**config.mk**
```make
export PLATFORM = sky130hd
export DESIGN_NAME = console_usb_poll
export DESIGN_NICKNAME = d
export VERILOG_FILES = /design/src/rtl/console_usb_pkg.sv /design/src/rtl/console_usb_wdog.sv /design/src/rtl/console_usb_poll.sv
export SDC_FILE = /design/constraint.sdc
export NUM_CORES = 1
export LEC_CHECK = 0
export ABC_AREA = 1
export BUFFER_PORTS_ARGS = -buffer_cell sky130_fd_sc_hd__buf_4
export CORE_MARGIN = 4
export CORE_UTILIZATION = 54
export DETAILED_ROUTE_END_ITERATION = 16
export GPL_TIMING_DRIVEN = 0
export PLACE_DENSITY = 0.81
export SYNTH_ARGS = -nofsm -noshare
export SYNTH_HDL_FRONTEND = slang
export SYNTH_SLANG_ARGS = --single-unit
```
**constraint.sdc**
```tcl
create_clock -name clk -period 2.4 [get_ports clk]
set_input_delay 0.24 -clock clk [delete_from_list [all_inputs] [get_ports clk]]
set_output_delay 0.24 -clock clk [all_outputs]
set_load 0.01 [all_outputs]
```
**src/rtl/console_usb_pkg.sv**
```systemverilog
// rtl/console_usb_pkg.sv - shared constants, state encoding and btype codes for the console USB poller
package console_usb_pkg;

    localparam int NUM_CH_DEF  = 8;
    localparam int BTW_DEF     = 4;
    localparam int TIMEOUT_DEF = 50000;

    typedef enum logic [2:0] {
        ST_IDLE = 3'd0,
        ST_SCAN = 3'd1,
        ST_SEND = 3'd2,
        ST_READ = 3'd3,
        ST_ACK  = 3'd4,
        ST_DONE = 3'd5
    } poll_state_e;

    // btype codes understood by the branch/HQ side of the link
    localparam logic [BTW_DEF-1:0] BTYPE_NULL   = 4'h0;
    localparam logic [BTW_DEF-1:0] BTYPE_STATUS = 4'h1;
    localparam logic [BTW_DEF-1:0] BTYPE_CONFIG = 4'h2;
    localparam logic [BTW_DEF-1:0] BTYPE_DATA   = 4'h3;

endpackage

```
**src/rtl/console_usb_wdog.sv**
```systemverilog
// rtl/console_usb_wdog.sv - per-channel watchdog counter for the poll sequencer
module console_usb_wdog
    import console_usb_pkg::*;
#(
    parameter int TIMEOUT = TIMEOUT_DEF
) (
    input  logic clk,
    input  logic rst,
    input  logic clr_i,
    input  logic en_i,
    output logic expire_o
);

    localparam int CW = (TIMEOUT > 2) ? $clog2(TIMEOUT) : 1;
    localparam logic [CW-1:0] LAST = CW'(TIMEOUT - 1);

    logic [CW-1:0] cnt_q;
    logic [CW-1:0] cnt_d;

    // Expiry is only meaningful while the owner is waiting on a channel
    assign expire_o = en_i && (cnt_q == LAST);

    // Count enabled cycles, saturating at the expiry value until cleared
    always_comb begin
        cnt_d = cnt_q;
        if (clr_i) begin
            cnt_d = '0;
        end else if (en_i && (cnt_q != LAST)) begin
            cnt_d = cnt_q + 1'b1;
        end
    end

    // Counter register
    always_ff @(posedge clk) begin
        if (!rst) begin
            cnt_q <= '0;
        end else begin
            cnt_q <= cnt_d;
        end
    end

endmodule

```
**src/rtl/console_usb_poll.sv**
```systemverilog
// rtl/console_usb_poll.sv - round-robin poll sequencer over the console USB channel links
module console_usb_poll
    import console_usb_pkg::*;
#(
    parameter int NUM_CH  = NUM_CH_DEF,
    parameter int BTW     = BTW_DEF,
    parameter int TIMEOUT = TIMEOUT_DEF
) (
    input  logic                    clk,
    input  logic                    rst,
    input  logic                    fs_poll,
    output logic                    fd_poll,
    input  logic [0:NUM_CH-1]       ch_mask,
    input  logic [BTW-1:0]          poll_btype,
    output logic [0:NUM_CH-1]       fs_usb_send,
    input  logic [0:NUM_CH-1]       fd_usb_send,
    output logic [0:NUM_CH*BTW-1]   send_usb_btype,
    input  logic [0:NUM_CH-1]       fs_usb_read,
    output logic [0:NUM_CH-1]       fd_usb_read,
    input  logic [0:NUM_CH*BTW-1]   read_usb_btype,
    output logic [0:NUM_CH-1]       ch_stat,
    output logic [0:NUM_CH*BTW-1]   rx_btype
);

    localparam int IW  = $clog2(NUM_CH + 1);
    localparam int CIW = $clog2(NUM_CH);
    localparam int BW  = $clog2(NUM_CH * BTW);

    poll_state_e              state_q, state_d;
    logic [IW-1:0]            idx_q, idx_d;
    logic [0:NUM_CH-1]        mask_q, mask_d;
    logic [BTW-1:0]           btype_q, btype_d;
    logic                     poll_q;
    logic                     fd_poll_q, fd_poll_d;
    logic [0:NUM_CH-1]        fs_send_q, fs_send_d;
    logic [0:NUM_CH*BTW-1]    send_btype_q, send_btype_d;
    logic [0:NUM_CH-1]        fd_read_q, fd_read_d;
    logic [0:NUM_CH-1]        ch_stat_q, ch_stat_d;
    logic [0:NUM_CH*BTW-1]    rx_btype_q, rx_btype_d;
    logic                     wd_clr, wd_en, wd_exp;
    logic [CIW-1:0]           cur;
    logic [BW-1:0]            base;

    assign cur  = idx_q[CIW-1:0];
    assign base = BW'(cur) * BW'(BTW);

    console_usb_wdog #(.TIMEOUT(TIMEOUT)) u_wdog (
        .clk      (clk),
        .rst      (rst),
        .clr_i    (wd_clr),
        .en_i     (wd_en),
        .expire_o (wd_exp)
    );

    // Sequencer: walk the latched mask, run the send/read/ack handshake on the current channel
    always_comb begin
        state_d      = state_q;
        idx_d        = idx_q;
        mask_d       = mask_q;
        btype_d      = btype_q;
        fd_poll_d    = fd_poll_q;
        fs_send_d    = fs_send_q;
        send_btype_d = send_btype_q;
        fd_read_d    = fd_read_q;
        ch_stat_d    = ch_stat_q;
        rx_btype_d   = rx_btype_q;
        wd_clr       = 1'b0;
        wd_en        = 1'b0;
        case (state_q)
            ST_IDLE: begin
                if (poll_q) begin
                    mask_d    = ch_mask;
                    btype_d   = poll_btype;
                    idx_d     = '0;
                    ch_stat_d = '0;
                    state_d   = ST_SCAN;
                end
            end
            ST_SCAN: begin
                if (idx_q == IW'(NUM_CH)) begin
                    fd_poll_d = 1'b1;
                    state_d   = ST_DONE;
                end else if (!mask_q[cur]) begin
                    idx_d = idx_q + 1'b1;
                end else begin
                    fs_send_d[cur]             = 1'b1;
                    send_btype_d[base +: BTW]  = btype_q;
                    wd_clr                     = 1'b1;
                    state_d                    = ST_SEND;
                end
            end
            ST_SEND: begin
                wd_en = 1'b1;
                if (wd_exp) begin
                    fs_send_d[cur] = 1'b0;
                    ch_stat_d[cur] = 1'b0;
                    idx_d          = idx_q + 1'b1;
                    state_d        = ST_SCAN;
                end else if (fd_usb_send[cur]) begin
                    fs_send_d[cur] = 1'b0;
                    state_d        = ST_READ;
                end
            end
            ST_READ: begin
                wd_en = 1'b1;
                if (wd_exp) begin
                    ch_stat_d[cur] = 1'b0;
                    idx_d          = idx_q + 1'b1;
                    state_d        = ST_SCAN;
                end else if (fs_usb_read[cur]) begin
                    rx_btype_d[base +: BTW] = read_usb_btype[base +: BTW];
                    fd_read_d[cur]          = 1'b1;
                    state_d                 = ST_ACK;
                end
            end
            ST_ACK: begin
                wd_en = 1'b1;
                // Data was already captured, so a stuck ack still counts as a completed channel
                if (wd_exp || !fs_usb_read[cur]) begin
                    fd_read_d[cur] = 1'b0;
                    ch_stat_d[cur] = 1'b1;
                    idx_d          = idx_q + 1'b1;
                    state_d        = ST_SCAN;
                end
            end
            ST_DONE: begin
                if (!poll_q) begin
                    fd_poll_d = 1'b0;
                    state_d   = ST_IDLE;
                end
            end
            default: begin
                state_d = ST_IDLE;
            end
        endcase
    end

    // State, capture and registered-output update; fs_poll is registered before use
    always_ff @(posedge clk) begin
        if (!rst) begin
            state_q      <= ST_IDLE;
            idx_q        <= '0;
            mask_q       <= '0;
            btype_q      <= '0;
            poll_q       <= 1'b0;
            fd_poll_q    <= 1'b0;
            fs_send_q    <= '0;
            send_btype_q <= '0;
            fd_read_q    <= '0;
            ch_stat_q    <= '0;
            rx_btype_q   <= '0;
        end else begin
            state_q      <= state_d;
            idx_q        <= idx_d;
            mask_q       <= mask_d;
            btype_q      <= btype_d;
            poll_q       <= fs_poll;
            fd_poll_q    <= fd_poll_d;
            fs_send_q    <= fs_send_d;
            send_btype_q <= send_btype_d;
            fd_read_q    <= fd_read_d;
            ch_stat_q    <= ch_stat_d;
            rx_btype_q   <= rx_btype_d;
        end
    end

    assign fd_poll        = fd_poll_q;
    assign fs_usb_send    = fs_send_q;
    assign send_usb_btype = send_btype_q;
    assign fd_usb_read    = fd_read_q;
    assign ch_stat        = ch_stat_q;
    assign rx_btype       = rx_btype_q;

endmodule
```
==> results by group <==
Synth
  • Post-synth top area cell: dfxtp_1
  • Syn_area_per_cell: 6.683 um^2
  • Net count after synthesis: about 1.0k
  • Post-Synthesis Cells: 934
  • Synth Register Bits: approximately 130
  • Distinct cells, synth: 32
  • Sequential-to-total area share from yosys stat: about two fifths
  • Yosys top cell area share: 40.09%
  • Synth area leaders: dfxtp_1, nand2_1, nor2_1
  • Post-Syn Area: between 6000 and 7000 um^2
  • Ys Warns: 0

Setup path
  • Crit path to: rx_btype[27]
  • CP startpoint: idx_q[1]
  • Critical R2R Capture: rx_btype[27]
  • Critical path type: reg2reg
  • CP Max Fanout: 10
  • Crit path depth: 10
  • CP delay by family, top: simple AND/OR/NAND/NOR gates
  • Crit path launch type: flop
  • Worst setup EP type: flop
  • Reg2reg start: idx_q[1]
  • FF-to-FF setup slack: ~0.16 ns
  • Crit path largest cell delay: slightly below 0.5 ns
  • Critical-path cell list: buf_6, inv_2, nand2_1, nor2_2, nand2_1, nand2_1, nor2_1, a21oi_1, nor2_1, nor2_1
  • Required @ worst endpoint: roughly 2.8 ns
  • WP buf/inv: 2
  • Critical Path AT: 2.59 ns
  • FF-to-FF path depth: 10
  • Slowest CP cell: nor2_2

Route
  • Drt pass-1 iters: 5
  • Post-route ant nets: 0
  • DRT met1 WL: between 7000 and 8000 um
  • Wire per inst: about 15 um
  • Met2 wire len: 9438 um
  • Met3 routed WL: 1663 um
  • Post-route DRC: 0
  • Initial DRC count: approximately 630
  • Vias per cell: roughly 5.4
  • Routed WL: 19,410 um
  • Vias: around 7k
  • Top sig layer: met4

Clock network
  • Clock Latency Late Sink: ~0.42 ns
  • Root Buffer: clkbuf_16
  • CTS tree: done
  • Clock Tree Buf Depth: 2
  • Post-CTS Setup Bufs: 0
  • H-tree depth: 4
  • Num CTS Buffers: 17
  • Clock Sinks: roughly 130
  • Worst-path clk slew: roughly 0.06 ns
  • Hold-fix buffer count after cts: 0

Finish
  • Final Net Count: between 1k and 1.5k
  • Layout cells sized above 1: a little under a quarter
  • Area Overhead vs Synth: 31.13%
  • Diodes inserted: 0
  • Most common cell after layout, fill and taps aside: nand2_1
  • Filler Cells Inserted: 926
  • Most frequent cells in the layout: nand2_1, buf_4, nor2_1, dfxtp_1, inv_1
  • Final core occ: between 70% and 80%

STA
  • Slew Viols, Final: 0
  • RSZ-0062 raised after global routing: no
  • Fin. Hold Viols: 0
  • Clock skew: between 0.01 and 0.015 ns
  • Worst Setup Slack, final: about 0.16 ns
  • Crit path time final: about 2.2 ns
  • Worst-Margin Slew: between 0.7 and 0.8 ns
  • FMAX: between 400 and 500 MHz
  • Final-report setup violation count: 0
  • Tcrit/Tclk final: 93.18%
  • Slew headroom: a little under half

Placement
  • I/O Buffers: 150
  • DP Worst Slack: -0.1132 ns
  • Gp weighted congestion: ~0.94
  • Post-DP HPWL: approximately 14,000 um

Floorplanning
  • Row count: 38
  • Die Span X: between 100 and 150 um
  • Chip height: around 120 um
  • I/O pins: ~150
  • Core Area: approximately 11,000 um^2
  • Die Area: approximately 13,000 um^2
  • Starting density of the core: between 50 and 60%

Worst hold path
  • HP Start: fs_poll
  • HP Class: in2reg

Global route
  • Pin count of the biggest net entering global routing: 17
  • Vias in the first global route: between 6k and 7k
  • Remaining Overflow, GRT: 0
  • First-pass GRT wire length: about 30,000 um
  • Total Routing Usage GR: about 29%
  • Initial antenna violation count: 0

Pwr
  • Pwr dens: ~840 nW/um^2
  • Leak: 3.755 nW
  • Peak VDD IR: approximately 0.78 mV

Outcome
  • Status: complete, no violations

Run
  • MaxCap Viol Count: 0
==> through the flow <==
step | cells | total power, W | instance area [um^2] | hold WS (ns) | TNS (ns)
2_1_floorplan | 934 | 0.003595 | 6242 | 0.3376 | 0
6_report | 1256 | 0.006912 | 8185 | 0.04520 | 0
4_1_cts | 1256 | 0.006852 | 8167 | 0.04041 | 0
3_5_place_dp | 1224 | 0.004190 | 7543 | 0.4421 | -0.2886
3_3_place_gp | 1224 | 0.004166 | 7543 | 0.4310 | -0.2287
5_1_grt | 1256 | 0.007219 | 8185 | 0.05417 | 0
==> synth_stat cells <==
library cell and count:
nand3b_1 3, nor2_1 153, mux2i_1 1, nor2_2 11
clkbuf_1 17, nor3b_1 4, clkinv_1 3, buf_2 9
ha_1 7, o21ai_0 47, dfxtp_1 125, nand2_4 1
inv_1 90, or2_2 2, a31oi_1 1, nor3_2 3
nand3_1 58, buf_6 4, o31ai_1 1, nor3_1 5
o211ai_1 3, xor2_1 5, nand4_1 44, nand2_2 10
a21oi_2 8, o21ai_1 19, o21bai_1 1, nand2_1 197
inv_2 22, buf_4 3, a21oi_1 74, nor2_4 3
==> timing repair <==
item                                    in CTS  in global routing
endpoints found under the setup margin       4                  6
resized for setup                            2                  6
pin swaps                                    0                  0
==> worst reg2reg max path, stage by stage (launching register included) <==
cell,delay (ns)
dfxtp_1,0.35
buf_6,0.16
inv_2,0.19
nand2_1,0.24
nor2_2,0.49
nand2_1,0.10
nand2_1,0.17
nor2_1,0.09
a21oi_1,0.22
nor2_1,0.08
nor2_1,0.09
==> report_power, final <==
part	switching [W]	leakage (nW)	internal, W	total, W
Clock	0.00102	0.294	0.00166	0.00268
Sequential	0.000100	1.01	0.00220	0.00230
Combinational	0.00136	2.45	0.000578	0.00193
Total	0.00248	3.76	0.00443	0.00691
==> worst min path at each step <==
stage,end,slack [ns],depth (start not counted)
2_1_floorplan,poll_q,0.34,2
4_1_cts,poll_q,0.04,3
6_report,poll_q,0.05,3
5_1_grt,poll_q,0.05,3
3_3_place_gp,poll_q,0.43,3
3_5_place_dp,send_usb_btype[16],0.44,2
==> metal layers <==
| layer | vias up | track usage [%] |
|---|---|---|
| met5 | - | 0 |
| met4 | 0 | 11.50 |
| met3 | 41 | 5.849 |
| met2 | 288 | 49.15 |
| met1 | 3115 | 36.18 |
| li1 | 3365 | - |
==> layout make-up <==
| cell class | instances | area (um^2) | share of cell area (%) |
|---|---|---|---|
| inverter | 115 | 431.7 | 5.274 |
| buffer | 33 | 177.7 | 2.171 |
| multi-input combinational | 661 | 3157 | 38.57 |
| clock inverter | 14 | 186.4 | 2.278 |
| timing repair buffer | 150 | 1126 | 13.76 |
| sequential | 125 | 2502 | 30.57 |
| tap | 140 | 175.2 | 2.140 |
| clock buffer | 18 | 429.2 | 5.243 |
==> cells by family after synthesis <==
kind of cell,count (synthesis),synth area share [%]
AOI/OAI and AO/OA,154,13.05
DFF,125,40.09
adders and majority gates,7,1.403
xor gates and xnor gates,5,0.7015
and+or+nand+nor,494,34.86
muxes,1,0.1604
buffers and inverters,148,9.741
No activity file was read; power rests on OpenSTA's default activity.
